===== src/rtl/dsk_word_fetcher.sv =====
// dsk_word_fetcher: fetches disk-image words in this drive's read slot and queues big-endian bytes in a FWFT FIFO
module dsk_word_fetcher #(
    parameter int DEPTH = 8
) (
    input  logic                    clk,
    input  logic                    _reset,
    input  logic                    dskReadAck,
    input  logic                    memoryLatch,
    input  logic [15:0]             memoryDataIn,
    output logic [21:0]             dskReadAddr,
    input  logic                    seek,
    input  logic [19:0]             seekAddr,
    input  logic                    pop,
    output logic [7:0]              byteOut,
    output logic                    byteValid,
    output logic [$clog2(DEPTH):0]  level,
    output logic                    underrun
);
    localparam int AW = $clog2(DEPTH);
    localparam logic [AW-1:0] IDX_ONE = 1;

    logic [19:0]   ptr;
    logic [19:0]   ptr_nxt;
    logic [18:0]   addr;
    logic          skip_hi;
    logic          slot_void;
    logic [7:0]    mem [DEPTH];
    logic [AW-1:0] wr_idx;
    logic [AW-1:0] rd_idx;
    logic          accept;
    logic          push_word;
    logic          push_low;
    logic          do_pop;
    logic [AW:0]   n_push;
    logic [AW:0]   n_pop;

    assign accept      = dskReadAck && memoryLatch && !slot_void && !seek;
    assign push_word   = accept && !skip_hi && int'(level) <= DEPTH - 2;
    assign push_low    = accept && skip_hi && int'(level) <= DEPTH - 1;
    assign byteValid   = level != '0;
    assign do_pop      = pop && byteValid && !seek;
    assign n_push      = {{(AW-1){1'b0}}, push_word, push_low};
    assign n_pop       = {{AW{1'b0}}, do_pop};
    assign byteOut     = byteValid ? mem[rd_idx] : 8'h00;
    assign dskReadAddr = {2'b00, addr, 1'b0};

    // Pointer advances by the number of bytes actually queued; a dropped word is re-read next slot
    always_comb ptr_nxt = seek ? seekAddr : push_word ? ptr + 20'd2 : push_low ? ptr + 20'd1 : ptr;

    // Fetch pointer, presented address and slot bookkeeping; address only moves outside a live window or on capture
    always_ff @(posedge clk or negedge _reset) begin
        if (!_reset) begin
            ptr       <= '0;
            addr      <= '0;
            skip_hi   <= 1'b0;
            slot_void <= 1'b0;
            underrun  <= 1'b0;
        end else begin
            ptr       <= ptr_nxt;
            addr      <= (!dskReadAck || accept) ? ptr_nxt[19:1] : addr;
            skip_hi   <= seek ? seekAddr[0] : push_low ? 1'b0 : skip_hi;
            slot_void <= seek ? dskReadAck : dskReadAck && slot_void;
            underrun  <= pop && !byteValid && !seek;
        end
    end

    // FIFO indices and occupancy; seek flushes everything
    always_ff @(posedge clk or negedge _reset) begin
        if (!_reset) begin
            wr_idx <= '0;
            rd_idx <= '0;
            level  <= '0;
        end else begin
            wr_idx <= seek ? '0 : wr_idx + n_push[AW-1:0];
            rd_idx <= seek ? '0 : rd_idx + n_pop[AW-1:0];
            level  <= seek ? '0 : level + n_push - n_pop;
        end
    end

    // Byte storage: high byte first, or just the low byte when resuming at an odd offset
    always_ff @(posedge clk) begin
        if (push_word) begin
            mem[wr_idx]           <= memoryDataIn[15:8];
            mem[wr_idx + IDX_ONE] <= memoryDataIn[7:0];
        end else if (push_low) begin
            mem[wr_idx] <= memoryDataIn[7:0];
        end
    end
endmodule


===== config.mk =====
export PLATFORM = sky130hd
export DESIGN_NAME = dsk_word_fetcher
export DESIGN_NICKNAME = d
export VERILOG_FILES = /design/src/rtl/dsk_word_fetcher.sv
export SDC_FILE = /design/constraint.sdc
export NUM_CORES = 1
export LEC_CHECK = 0
export BUFFER_PORTS_ARGS = -buffer_cell sky130_fd_sc_hd__clkbuf_2
export CAP_MARGIN = 20
export CORE_ASPECT_RATIO = 0.8
export CORE_MARGIN = 5
export CORE_UTILIZATION = 29
export DETAILED_ROUTE_END_ITERATION = 8
export MAX_ROUTING_LAYER = met4
export SYNTH_ARGS = -nofsm -noshare
export SYNTH_HDL_FRONTEND = slang
export SYNTH_SLANG_ARGS = --single-unit
export TNS_END_PERCENT = 5

===== constraint.sdc =====
create_clock -name clk -period 6 [get_ports clk]
set_clock_uncertainty 0.1 [all_clocks]
set_input_delay 0.3 -clock clk [delete_from_list [all_inputs] [get_ports clk]]
set_output_delay 0.3 -clock clk [all_outputs]
set_load 0.02 [all_outputs]

# Yosys cells after proc, flatten, opt, wreduce, memory -nomap -nowiden
# Memories as Yosys holds them, arrays and structs flattened.
# Index checks and enable logic that the tools add are counted.
[word_totals]
output_inout_bits = 36
mem_bits_rw = 64
mem_count = 1
register_bits = 52
inputBits = 42
elab_cells = 57
[classes]
addsub = 7
reduce_logical = 21
bitwise = 1
magnitude_cmp = 2
mux = 16
[mem_list]
columns = ["name", "depth", "width", "rd", "rd_ports_with_merged_regs", "wr", "line", "source"]
rows = [
  ["mem", 8, 8, 1, 0, 2, "27", "logic [7:0] mem [DEPTH];"],
]
[ops]
columns = ["op", "count"]
rows = [
  ["$mux 20", 3],
  ["$add 20x1->20 const B", 1],
  ["$add 20x2->20 const B", 1],
  ["$mux 8", 2],
  ["$logic_and 1x1->1", 12],
  ["$le 4x3->1 const B", 2],
  ["$mux 1", 8],
  ["$mux 3", 2],
  ["$logic_not 1->1", 5],
  ["$add 4x2->4", 1],
  ["$mux 4", 1],
  ["$reduce_bool 4->1", 1],
  ["$sub 4x1->4", 1],
  ["$add 3x1->3", 1],
  ["$add 3x1->3 const B", 1],
  ["$add 3x2->3", 1],
  ["$reduce_bool 3->1", 1],
  ["$reduce_bool 2->1", 1],
  ["$logic_or 1x1->1", 1],
  ["$or 1x1->1", 1],
]

# Longest topological paths before layout
# Gate-level depths: netlist of run 1.
[logic_depth]
depth_word = 9
ltp_mapped = 13
depth_no_buf = 13

# Least setup slack after synthesis of run 1
# No wires, ideal clock.
[synth_path]
path_kind = "register -> register"
startpoint = "reg level[3]"
endpoint = "reg level[3]"
path_buffers = 0
path_stages_with_launch = 14
setup_ps = 132
setup_slack_ps = 2968
t_required_ps = 5768
t_arrival_ps = 2800
path_cell_list = "dfrtp_1 > inv_1 > ha_1 > nand3_2 > nand3_1 > nor2_1 > inv_1 > ha_1 > inv_1 > ha_1 > a21o_1 > a21oi_1 > xnor2_1 > nor2_1"
[synth_via]
elab_chain_len = 5
word_cells_on_any_way = 10
classes_between = "2 x add/sub; 2 x order compare; 1 x mux; 5 x reduce/logical"
[synth_lines]
columns = ["item", "line", "source"]
rows = [
  ["from (decl)", "16", "output logic [$clog2(DEPTH):0] level,"],
  ["from (signal assigned)", "76", "level <= seek ? '0 : level + n_push - n_pop;"],
  ["$le 4x3->1, or another cell as far along", "39", "assign push_low = accept && skip_hi && int'(level) <= DEPTH - 1;"],
  ["$logic_and 1x1->1, on equally long branches", "39, 38, 41", ""],
  ["$add 4x2->4 or $logic_and 1x1->1 (tied branches)", "76, 41", ""],
  ["$sub 4x1->4 (*)", "76", ""],
  ["$mux 4 (*)", "76", ""],
]
# Every way passes the cells marked *; elsewhere a longest branch is shown, timed or not.
# A chain may end at the register's enable or synchronous reset.

# Worst setup path after layout of run 1
# Ends and elaborated chain as after synthesis.

==> results.txt, run 1 <==
----------------------------------------------------
[Critical path]
  CP arrival ... 3.56 ns
  Worst path depth ... 13
  Max stage delay on crit path ... 0.51 ns
  Critical path cell sequence ... inv_1 > ha_1 > nand3_2 > nand3_1 > nor2_1 > inv_1 > ha_1 > inv_1 > ha_1 > a21o_1 > a21oi_1 > xnor2_1 > nor2_1
  Crit start category ... register
  Required time at the worst-slack endpoint ... 6.18 ns
  Top delay family on crit path ... simple AND/OR/NAND/NOR gates
  WS Path Type ... reg -> reg
  Slowest library cell on the worst path ... sky130_fd_sc_hd__dfrtp_1
  Crit path capture type ... register
  Count of buffer and inverter cells on the critical path ... 3
  Maximum net fanout on the critical path ... 9
  R2R cell count ... 13

[Clock tree]
  Total CTS buffers ... 17
  Clock latency of the later-clocked register in the worst-skew pair ... 0.40 ns
  Clock-pin slew of the registers on the worst-case setup and hold paths ... 0.06 ns
  Max H-tree Level ... 4
  CTS tree ... built
  Clock Sinks ... 116
  Buffer levels on the longest clock path ... 2
  Clock Root Buffer ... sky130_fd_sc_hd__clkbuf_16

[Placed design]
  Last weighted congestion value of the routability-driven placer ... 0.813
  Detail Placement HPWL ... 10400 µm
  Number of buffer cells added on primary ports ... 74

[Yosys]
  Synthesis Warnings ... 0
  Primary flip-flop cell chosen by synthesis mapping ... sky130_fd_sc_hd__edfxtp_1
  Portion of the post-synthesis area used by sequential elements ... 0.514
  Cell area after technology mapping ... 0.00627 mm²
  Synthesized flop and latch total ... 116
  Netlist cell types ... 58
  Cell types with the largest area share after synthesis ... sky130_fd_sc_hd__edfxtp_1 (31%), sky130_fd_sc_hd__dfrtp_1 (21%), sky130_fd_sc_hd__mux2_2 (13%), sky130_fd_sc_hd__mux4_2 (5.7%), sky130_fd_sc_hd__ha_1 (2.6%)
  EDFF count, synth ... 64
  Post-synthesis async set-or-reset flop share ... 0.448
  Most numerous cell in the Yosys netlist ... sky130_fd_sc_hd__mux2_2
  Average instance area after synthesis ... 12.6 µm²
  List of most frequent post-synthesis cells ... sky130_fd_sc_hd__mux2_2 (71), sky130_fd_sc_hd__edfxtp_1 (64), sky130_fd_sc_hd__dfrtp_1 (52)
  Library cell occupying the most area in the post-synthesis netlist ... sky130_fd_sc_hd__edfxtp_1
  Synthesized instance count ... 499
  Share of the synthesized area in the top cell type ... 0.306

[Detailed routing]
  Sum of routed wire length over all layers ... 15500 µm
  Number of remaining DRC errors ... 0
  Average wire length per cell after detail routing ... 17.8 µm
  Number of DRC violations after detailed-routing iteration 0 ... 343
  Detailed-route vias per instance ... 4.90
  Detailed Routing Iterations Pass 1 ... 6
  DR vias ... 4267
  Final antenna-violating net count ... 0

[Timing]
  Count of final setup violators ... 0
  RSZ-0062 raised after global routing ... no
  Count of pins over their slew limit ... 0
  Shortest clock period the worst path allows after layout ... 3.39 ns
  Number of hold violations in the final report ... 0
  Sum Neg Setup Slack ... 0 ns
  Slew of the pin with the lowest slew margin ... 0.933 ns
  Slew margin rel. ... 0.378
  Hold Worst Slack ... 0.0331 ns
  Achievable frequency ... 295 MHz
  Final clock period utilization by the worst path ... 0.565

[Run status]
  Run status ... finished, final reports clean

[Pwr]
  Pwr dens ... 328 mW/mm²
  IR Drop Worst-Case VDD ... 0.190 mV
  Static leakage ... 2.88 nW

[Floorplan]
  Ports placed on the boundary ... 78
  Initial standard-cell utilization of the core ... 0.293
  Number of placement rows ... 48
  Die area ... 0.0247 mm²
  Die height ... 142 µm
  Area of the core ... 0.0214 mm²
  Die width ... 174 µm

[Cells and area]
  Final net count ... 640
  Layout Utilization ... 0.353
  Share of cells above drive strength 1 ... 0.396
  Number of antenna cells inserted ... 0
  Area grow syn2layout ... 20.6%

[Global route]
  Via count of the first global-routing pass ... 4384
  Tot GR Track Use ... 0.131
  Wire length of the first global-routing pass ... 24500 µm
  Antenna violations before repair ... 0
  Total grt overflow ... 0
  Maximum number of pins on one net before global-route repair ... 53

[Run]
  Number of violations of the max-capacitance limit ... 0

[Worst hold path]
  Worst hold path cell count ... 3
  Worst hold-check path type ... in -> reg

----------------------------------------------------
-- layer usage --
layer | vias up | track usage | wire (µm)
met1 | 2075 | 0.174 | 7110
met4 | 0 | 0.0346 | 157
met3 | 13 | 0.0368 | 1110
met2 | 150 | 0.197 | 7120
met5 | - | - | 0
li1 | 2029 | - | -
-- worst min-delay path, cell delays in order --
cell,delay (ns)
sky130_fd_sc_hd__clkbuf_2,0.08
sky130_fd_sc_hd__nor2_1,0.04
sky130_fd_sc_hd__nor2_1,0.07
-- layout by cell type, fill, tap and decap left out, types with 13 or more instances in the layout --
cell	n
sky130_fd_sc_hd__clkbuf_16	18
sky130_fd_sc_hd__inv_1	15
sky130_fd_sc_hd__nand3_1	19
sky130_fd_sc_hd__nand2_1	35
sky130_fd_sc_hd__xor2_1	13
sky130_fd_sc_hd__nor2_1	39
sky130_fd_sc_hd__dfrtp_1	52
sky130_fd_sc_hd__ha_1	13
sky130_fd_sc_hd__clkbuf_2	74
sky130_fd_sc_hd__buf_4	13
sky130_fd_sc_hd__edfxtp_1	64
sky130_fd_sc_hd__mux2_2	71
sky130_fd_sc_hd__mux4_2	16
sky130_fd_sc_hd__a21oi_1	19
-- cell families after synthesis --
kind of cell,after synthesis,synth area share
xor gates and xnor gates,21,0.0293
and+or+nand+nor,134,0.110
other,1,0.000598
AOI/OAI and AO/OA,74,0.0857
DFF,116,0.514
adders and majority gates,15,0.0323
buffers and inverters,42,0.0295
muxes,96,0.199
-- path summary, 6_finish.rpt --
check	from	to	slack [ns]
setup / recovery	level[3]$_DFF_PN0_	level[3]$_DFF_PN0_	2.61
max in group asynchronous	_reset	wr_idx[2]$_DFF_PN0_	4.88
hold reg to reg	addr[15]$_DFFE_PN0P_	addr[15]$_DFFE_PN0P_	0.39
min in group asynchronous	_reset	addr[5]$_DFFE_PN0P_	0.46
hold / removal	seekAddr[10]	ptr[10]$_DFF_PN0_	0.03
setup reg to reg	level[3]$_DFF_PN0_	level[3]$_DFF_PN0_	2.61
-- timing repair --
action,in CTS,in global routing
endpoints found under the setup margin,0,0
setup buffers,0,0
endpoints found under the hold margin,52,0
hold buffers,1,0
resized for setup,0,0
-- layout make-up --
class,count,area (µm²)
sequential,116,3220
timing repair buffer,88,478
clock inverter,11,97.6
fill,2100,13900
tap,275,344
clock buffer,21,482
multi-input combinational,343,2880
inverter,17,63.8
-- metrics by stage --
stage / cell area [µm²] / instances / worst slack (ns) / power (W)
2_1_floorplan: 6280 / 501 / 2.97 / 0.00133
3_3_place_gp: 6980 / 838 / 2.47 / 0.00151
3_5_place_dp: 6980 / 838 / 2.38 / 0.00151
4_1_cts: 7560 / 871 / 2.66 / 0.00251
5_1_grt: 7560 / 871 / 2.40 / 0.00260
6_report: 7560 / 871 / 2.61 / 0.00248
-- power breakdown --
part	leakage (nW)	internal [W]	switching (W)	total, W
clock	0.285	0.000616	0.000373	0.000989
combinational	1.39	0.000214	0.000331	0.000545
sequential	1.21	0.000896	0.0000511	0.000947
-- flip-flops by register name (all words and copies together) (netlist names) --
name       cells
skip_hi        1
ptr           20
wr_idx         3
mem           64
rd_idx         3
underrun       1
slot_void      1
addr          19
level          4
No activity file was read; power rests on OpenSTA's default activity.
==> run 2, diff against run 1 <==
ABC_AREA = 1   (was default)
clock period = 3.5 ns   (was 6 ns; I/O delays follow)
==> run 2 against run 1 <==
Sequential power is 69% higher; via count is 30% higher; synthesized cell count is 52% higher; combinational power is 83% higher; sequential share of layout area is 2.4 points lower; final cell count is 34% higher; utilization is 1.5 points higher; non-clock buffer count is 26 higher; register-to-register slack worse by 1.8 ns; die area is 3.0% higher; largest power group unchanged; highest routed layer unchanged.
==> results.txt, run 2 <==
----------------------------------------------------
[Floorplan]
  Ports placed on the boundary ... 78 (unchanged)
  Number of placement rows ... 48 (unchanged)
  Die width ... 177 µm (+1.5%)
  Die height ... 144 µm (+1.5%)
  Die area ... 0.0254 mm² (+3.0%)
  Area of the core ... 0.0218 mm² (+1.7%)
  Initial standard-cell utilization of the core ... 0.297 (+0.00440)

[Yosys]
  Share of cell area taken by muxes after synthesis ... 0.0220 (-0.177)
  Cell types with the largest area share after synthesis ... sky130_fd_sc_hd__edfxtp_1 (30%), sky130_fd_sc_hd__dfrtp_1 (20%), sky130_fd_sc_hd__nand2_1 (9.5%), sky130_fd_sc_hd__o21ai_0 (6.3%), sky130_fd_sc_hd__nor2_1 (6.1%)
  Synthesized instance count ... 760 (+52%)
  Netlist cell types ... 44 (-24%)
  Synthesized flop and latch total ... 116 (unchanged)
  Fraction of the mapped netlist area in compound gates ... 0.128 (+0.0427)
  Post-synthesis share of cell area spent on full adders, half adders and majority gates ... 0.0313 (-0.00100)
  Area fraction in and, or, nand and nor cells after synthesis ... 0.248 (+0.139)
  List of most frequent post-synthesis cells ... sky130_fd_sc_hd__nand2_1 (164), sky130_fd_sc_hd__nor2_1 (106), sky130_fd_sc_hd__o21ai_0 (81)
  Synthesis Warnings ... 0 (unchanged)
  Average instance area after synthesis ... 8.52 µm² (-32%)
  Share of the synthesized area in the top cell type ... 0.297 (-0.00953)
  Most numerous cell in the Yosys netlist ... sky130_fd_sc_hd__nand2_1
  Combinational family with the most area after synthesis ... simple AND/OR/NAND/NOR gates
  Cell area after technology mapping ... 0.00648 mm² (+3.2%)
  EDFF count, synth ... 64 (unchanged)
  Primary flip-flop cell chosen by synthesis mapping ... sky130_fd_sc_hd__edfxtp_1
  XOR/XNOR share of the synthesized area ... 0.00541 (-0.0239)
  Library cell occupying the most area in the post-synthesis netlist ... sky130_fd_sc_hd__edfxtp_1
  Portion of the post-synthesis area used by sequential elements ... 0.498 (-0.0160)
  Post-synthesis async set-or-reset flop share ... 0.448 (unchanged)

[Clock tree]
  Total CTS buffers ... 17 (unchanged)
  Clock Sinks ... 116 (unchanged)
  Clock latency of the later-clocked register in the worst-skew pair ... 0.42 ns (+0.02 ns)
  Max H-tree Level ... 4 (unchanged)
  Clock-pin slew of the registers on the worst-case setup and hold paths ... 0.06 ns (about the same)
  Buffer levels on the longest clock path ... 2 (unchanged)
  Clock Root Buffer ... sky130_fd_sc_hd__clkbuf_16
  CTS tree ... built
  Post-CTS setup buffer count ... 0 (unchanged)

[Timing]
  Achievable frequency ... 370 MHz (+25%)
  Final clock period utilization by the worst path ... 0.772 (+0.207)
  Count of pins over their slew limit ... 0 (unchanged)
  Number of hold violations in the final report ... 0 (unchanged)
  Count of final setup violators ... 0 (unchanged)
  Hold Worst Slack ... 0.107 ns (+0.0736 ns)
  Slew margin rel. ... 0.479 (+0.101)
  Shortest clock period the worst path allows after layout ... 2.70 ns (-0.688 ns)
  RSZ-0062 raised after global routing ... no
  Slew of the pin with the lowest slew margin ... 0.780 ns (-0.153 ns)
  Sum Neg Setup Slack ... 0 ns (unchanged)

[Global route]
  Tot GR Track Use ... 0.155 (+0.0246)
  Antenna violations before repair ... 0 (unchanged)
  Wire length of the first global-routing pass ... 29600 µm (+21%)
  Maximum number of pins on one net before global-route repair ... 39 (-26%)
  Total grt overflow ... 0 (unchanged)
  Via count of the first global-routing pass ... 5262 (+20%)

[Critical path]
  Required time at the worst-slack endpoint ... 3.75 ns (-2.43 ns)
  Crit path capture type ... register
  WS Path Type ... reg -> reg
  Maximum net fanout on the critical path ... 11 (+2)
  CP arrival ... 2.95 ns (-0.61 ns)
  Crit start category ... register

[Detailed routing]
  Detailed Routing Iterations Pass 1 ... 5 (-1)
  Average wire length per cell after detail routing ... 15.8 µm (-11%)
  Detailed-route vias per instance ... 4.74 (-3.2%)
  Number of DRC violations after detailed-routing iteration 0 ... 525 (+53%)
  DR vias ... 5534 (+30%)
  Sum of routed wire length over all layers ... 18500 µm (+19%)
  Final antenna-violating net count ... 0 (unchanged)
  Number of remaining DRC errors ... 0 (unchanged)

[Cells and area]
  Share of cells above drive strength 1 ... 0.178 (-0.218)
  Register containing the most flip-flops in the final layout ... mem
  Regs by FF count ... mem x64, ptr x20, addr x19
  Most common cell after layout, fill and taps aside ... sky130_fd_sc_hd__nand2_1
  Number of flip-flops under the largest register name ... 64 (unchanged)
  Most frequent cells in the layout ... sky130_fd_sc_hd__nand2_1 (164), sky130_fd_sc_hd__nor2_1 (106), sky130_fd_sc_hd__o21ai_0 (81), sky130_fd_sc_hd__clkbuf_2 (74), sky130_fd_sc_hd__edfxtp_1 (64)
  Final net count ... 911 (+42%)
  Number of antenna cells inserted ... 0 (unchanged)
  Area grow syn2layout ... 23.7%

[Run]
  Number of violations of the max-capacitance limit ... 0 (unchanged)

[Pwr]
  Static leakage ... 3.40 nW (+18%)
  Pwr dens ... 561 mW/mm² (+71%)
  IR Drop Worst-Case VDD ... 0.342 mV (+80%)

[Worst hold path]
  Worst hold-check path type ... in -> async

[Placed design]
  Last weighted congestion value of the routability-driven placer ... 0.871 (+7.2%)
  Number of buffer cells added on primary ports ... 74 (unchanged)
  Detail Placement HPWL ... 12900 µm (+24%)

[Run status]
  Run status ... finished, final reports clean

----------------------------------------------------
==> run 2: cell families (layout without fill, tap and decap cells) <==
kind of cell / after synthesis / in the layout
compound gates: 152 / 152
xor+xnor: 4 / 4
fa+ha+maj: 15 / 15
buf+inv: 96 / 201
flops: 116 / 116
mux: 8 / 8
other cells: 1 / 3
simple gates: 368 / 368
==> run 2: timing repair <==
item,CTS,global route
resized for setup,0,0
hold buffers,24,0
endpoints found under the hold margin,52,0
==> run 2: layer usage <==
layer  wire (µm)  track usage
met5           0            -
met2        7910        0.219
met4         285       0.0468
met1        9220        0.226
met3        1060       0.0289
==> run 2: per-stage QoR <==
step                cells  cell area [µm²]  power [W]  setup WS (ns)  utilization
global route         1167             8010    0.00472          0.535        0.367
global placement     1111             7130    0.00260          0.877        0.327
detailed placement   1111             7130    0.00261          0.801        0.327
floorplan             762             6480    0.00224          0.686            -
CTS                  1167             8010    0.00453          0.789        0.367
finish               1167             8010    0.00449          0.799        0.367
==> run 2: final timing paths <==
kind | from | endpoint | slack (ns) | cells past startpoint
worst min register to register | rd_idx[2]$_DFF_PN0_ | rd_idx[2]$_DFF_PN0_ | 0.37 | 1
min in group clk | memoryDataIn[7] | mem[5][7]$_DFFE_PP_ | 0.11 | 3
worst min-delay path | _reset | ptr[11]$_DFF_PN0_ | 0.11 | 2
max in group asynchronous | _reset | wr_idx[1]$_DFF_PN0_ | 2.34 | 3
worst max register to register | level[3]$_DFF_PN0_ | level[3]$_DFF_PN0_ | 0.80 | 14
worst max-delay path | level[3]$_DFF_PN0_ | level[3]$_DFF_PN0_ | 0.80 | 14
==> run 2: power breakdown <==
group | internal, W | total, W | switching, W | leakage [nW]
combinational | 0.000322 | 0.000995 | 0.000674 | 1.89
clock | 0.00126 | 0.00189 | 0.000638 | 0.297
sequential | 0.00154 | 0.00160 | 0.0000671 | 1.21
==> run 2: cell type report <==
| class | count | area (µm²) |
|---|---|---|
| fillers | 2204 | 13800 |
| flip-flops and latches | 116 | 3220 |
| multi-input cells | 550 | 2830 |
| repair buffers | 114 | 731 |
| clock buffers | 18 | 429 |
| well taps | 300 | 375 |
| clock inverters | 14 | 210 |
| inverters | 55 | 209 |
==> run 2: worst max-delay path, stage by stage, from the launching register on <==
cell	delay, ns
sky130_fd_sc_hd__dfrtp_1	0.40
sky130_fd_sc_hd__inv_1	0.08
sky130_fd_sc_hd__ha_1	0.17
sky130_fd_sc_hd__nand2_1	0.06
sky130_fd_sc_hd__nand2_1	0.06
sky130_fd_sc_hd__nand2_1	0.09
sky130_fd_sc_hd__nor2_4	0.29
sky130_fd_sc_hd__inv_4	0.15
sky130_fd_sc_hd__ha_1	0.30
sky130_fd_sc_hd__inv_1	0.07
sky130_fd_sc_hd__ha_1	0.29
sky130_fd_sc_hd__a21o_1	0.15
sky130_fd_sc_hd__a21oi_1	0.17
sky130_fd_sc_hd__o21ai_0	0.10
sky130_fd_sc_hd__a21oi_1	0.13
==> run 3, diff against run 2 <==
clock period = 2.67 ns   (was 3.5 ns; I/O delays follow)
==> run 3 against run 2 <==
Combinational power is 33% higher; final area is 1.2% higher; power is 32% higher; worst setup slack worse by 0.62 ns; critical path type unchanged; largest cell class unchanged.
==> results.txt, run 3 (synthesized netlist as in run 2, its figures left out) <==
----------------------------------------------------
[Global route]
  Wire length of the first global-routing pass ... 29200 µm (-1.3%)
  Maximum number of pins on one net before global-route repair ... 35 (-10%)
  Tot GR Track Use ... 0.155 (-0.000489)
  Antenna violations before repair ... 0 (unchanged)
  Via count of the first global-routing pass ... 5242 (-0.38%)
  Total grt overflow ... 0 (unchanged)

[Placed design]
  Last weighted congestion value of the routability-driven placer ... 0.877 (+0.60%)
  Worst setup slack after placement ... 0.0843 ns (-0.717 ns)
  Number of buffer cells added on primary ports ... 74 (unchanged)
  Detail Placement HPWL ... 13200 µm (+2.2%)

[Run status]
  Run status ... finished, final reports clean

[Timing]
  Slew of the pin with the lowest slew margin ... 0.557 ns (-0.222 ns)
  Shortest clock period the worst path allows after layout ... 2.49 ns (-0.207 ns)
  Number of hold violations in the final report ... 0 (unchanged)
  Slew margin rel. ... 0.628 (+0.149)
  Count of final setup violators ... 0 (unchanged)
  Hold Worst Slack ... 0.0426 ns (-0.0641 ns)
  Final WS setup ... 0.177 ns (-0.623 ns)
  Final clock period utilization by the worst path ... 0.934 (+0.162)
  Achievable frequency ... 401 MHz (+8.3%)
  Count of pins over their slew limit ... 0 (unchanged)

[Floorplan]
  Ports placed on the boundary ... 78 (unchanged)
  Initial standard-cell utilization of the core ... 0.297 (unchanged)
  Number of placement rows ... 48 (unchanged)
  Die area ... 0.0254 mm² (unchanged)
  Die width ... 177 µm (unchanged)
  Area of the core ... 0.0218 mm² (unchanged)
  Die height ... 144 µm (unchanged)

[Cells and area]
  Register containing the most flip-flops in the final layout ... mem
  Most frequent cells in the layout ... sky130_fd_sc_hd__nand2_1 (163), sky130_fd_sc_hd__nor2_1 (105), sky130_fd_sc_hd__o21ai_0 (81), sky130_fd_sc_hd__clkbuf_2 (74), sky130_fd_sc_hd__edfxtp_1 (64)
  Final net count ... 921 (+1.1%)
  Number of flip-flops under the largest register name ... 64 (unchanged)
  Area grow syn2layout ... 25.1%
  Number of antenna cells inserted ... 0 (unchanged)
  Share of cells above drive strength 1 ... 0.187 (+0.00959)
  Layout Utilization ... 0.372 (+0.00425)
  Most common cell after layout, fill and taps aside ... sky130_fd_sc_hd__nand2_1
  Regs by FF count ... mem x64, ptr x20, addr x19

[Critical path]
  Maximum net fanout on the critical path ... 11 (unchanged)
  Crit path capture type ... register
  Slowest library cell on the worst path ... sky130_fd_sc_hd__dfrtp_1
  Critical path cell sequence ... inv_1 > ha_1 > nand3_1 > nand2_1 > nor2_4 > inv_4 > ha_1 > inv_1 > ha_1 > a21o_1 > a21oi_2 > o21ai_0 > a21oi_1
  Crit start category ... register
  Cell seen most often among critical-path stages ... sky130_fd_sc_hd__ha_1
  Reg-to-reg setup timing slack ... 0.18 ns (-0.62 ns)
  Max stage delay on crit path ... 0.39 ns (about the same)
  WS Path Type ... reg -> reg
  CP arrival ... 2.73 ns (-0.22 ns)
  Required time at the worst-slack endpoint ... 2.90 ns (-0.85 ns)

[Clock tree]
  Clock latency of the later-clocked register in the worst-skew pair ... 0.41 ns (about the same)
  Buffer levels on the longest clock path ... 2 (unchanged)
  Post-CTS setup buffer count ... 0 (unchanged)
  CTS tree ... built
  Total CTS buffers ... 17 (unchanged)
  Clock Root Buffer ... sky130_fd_sc_hd__clkbuf_16
  Clock Sinks ... 116 (unchanged)
  Clock-pin slew of the registers on the worst-case setup and hold paths ... 0.05 ns (about the same)
  Max H-tree Level ... 4 (unchanged)

[Detailed routing]
  Detailed-route vias per instance ... 4.77 (+0.56%)
  Detailed Routing Iterations Pass 1 ... 5 (unchanged)
  Number of remaining DRC errors ... 0 (unchanged)
  Final antenna-violating net count ... 0 (unchanged)
  Average wire length per cell after detail routing ... 16.0 µm (+0.73%)
  Sum of routed wire length over all layers ... 18800 µm (+1.5%)
  DR vias ... 5608 (+1.3%)
  Number of DRC violations after detailed-routing iteration 0 ... 542 (+3.2%)

[Run]
  Number of violations of the max-capacitance limit ... 0 (unchanged)

[Pwr]
  Part of the total power dissipated in sequential elements ... 0.355 (-0.002)
  IR Drop Worst-Case VDD ... 0.434 mV (+27%)
  Pwr dens ... 731 mW/mm² (+30%)
  Clock share of power ... 0.422 (about the same)
  Sw power ... 0.00176 W (+28%)
  Static leakage ... 3.46 nW (+2.0%)
  Design internal power ... 0.00417 W (+34%)
  Relative contribution of combinational cells to total power ... 0.224 (+0.002)
  Sum of internal, switching and leakage power ... 0.00593 W (+32%)
  Switching power as a share of total power ... 0.297 (-0.0101)

[Worst hold path]
  Worst hold-check path type ... in -> async

----------------------------------------------------
[run 3: changes by cell type in the layout (fill, tap and decap cells not counted), moves of 2 or more]
| cell | delta |
|---|---|
| sky130_fd_sc_hd__buf_4 | +10 |
| sky130_fd_sc_hd__clkinv_1 | +4 |
| sky130_fd_sc_hd__clkinv_4 | -2 |
| sky130_fd_sc_hd__clkinvlp_4 | -3 |
[run 3: critical path, delay by kind of cell, from the launching register on]
kind,cells,cell delay [ns]
AO/OA/AOI/OAI,4,0.53
adder cells (fa/ha/maj),3,0.79
buffers and inverters,3,0.24
flip-flops,1,0.39
AND/OR/NAND/NOR,3,0.37
[run 3: per-stage QoR]
step / area [µm²] / setup TNS [ns] / std cells
finish: 8100 / 0 / 1176
global placement: 7210 / 0 / 1121
floorplan: 6480 / -6.91 / 762
detailed placement: 7210 / 0 / 1121
CTS: 8090 / 0 / 1176
global route: 8100 / -0.0188 / 1176
[run 3: power by group through the flow]
stage	Combinational (W)	Clock, W	Sequential, W
CTS	0.00132	0.00252	0.00210
global placement	0.00128	0	0.00213
finish	0.00132	0.00250	0.00210
detailed placement	0.00129	0	0.00213
global route	0.00147	0.00261	0.00212
floorplan	0.000748	0	0.00219
[run 3: path summary, 6_finish.rpt]
kind | cells past startpoint | from | endpoint
max | 13 | level[3]$_DFF_PN0_ | level[3]$_DFF_PN0_
min | 2 | _reset | addr[10]$_DFFE_PN0P_
max reg2reg | 13 | level[3]$_DFF_PN0_ | level[3]$_DFF_PN0_
min reg2reg | 2 | addr[15]$_DFFE_PN0P_ | addr[15]$_DFFE_PN0P_
max in group asynchronous | 3 | _reset | ptr[2]$_DFF_PN0_
min in group clk | 4 | seek | underrun$_DFF_PN0_
[run 3: final cells by class]
cell class              instances  area (µm²)
well taps                     300         375
flip-flops and latches        116        3220
fillers                      2237       13700
repair buffers                124         806
multi-input cells             550        2850
clock buffers                  17         425
inverters                      55         209
clock inverters                14         215
[run 3: metal layers]
metal | vias up | track usage | routed length [µm]
met5 | - | - | 0
met4 | 0 | 0.0444 | 273
met3 | 16 | 0.0237 | 1050
met2 | 188 | 0.225 | 8310
met1 | 2634 | 0.224 | 9120
li1 | 2770 | - | -
[run 3: what timing repair did]
action,CTS,global route
hold buffers,24,0
setup endpoints to repair,0,65
endpoints found under the hold margin,92,0
gates resized for setup,0,4
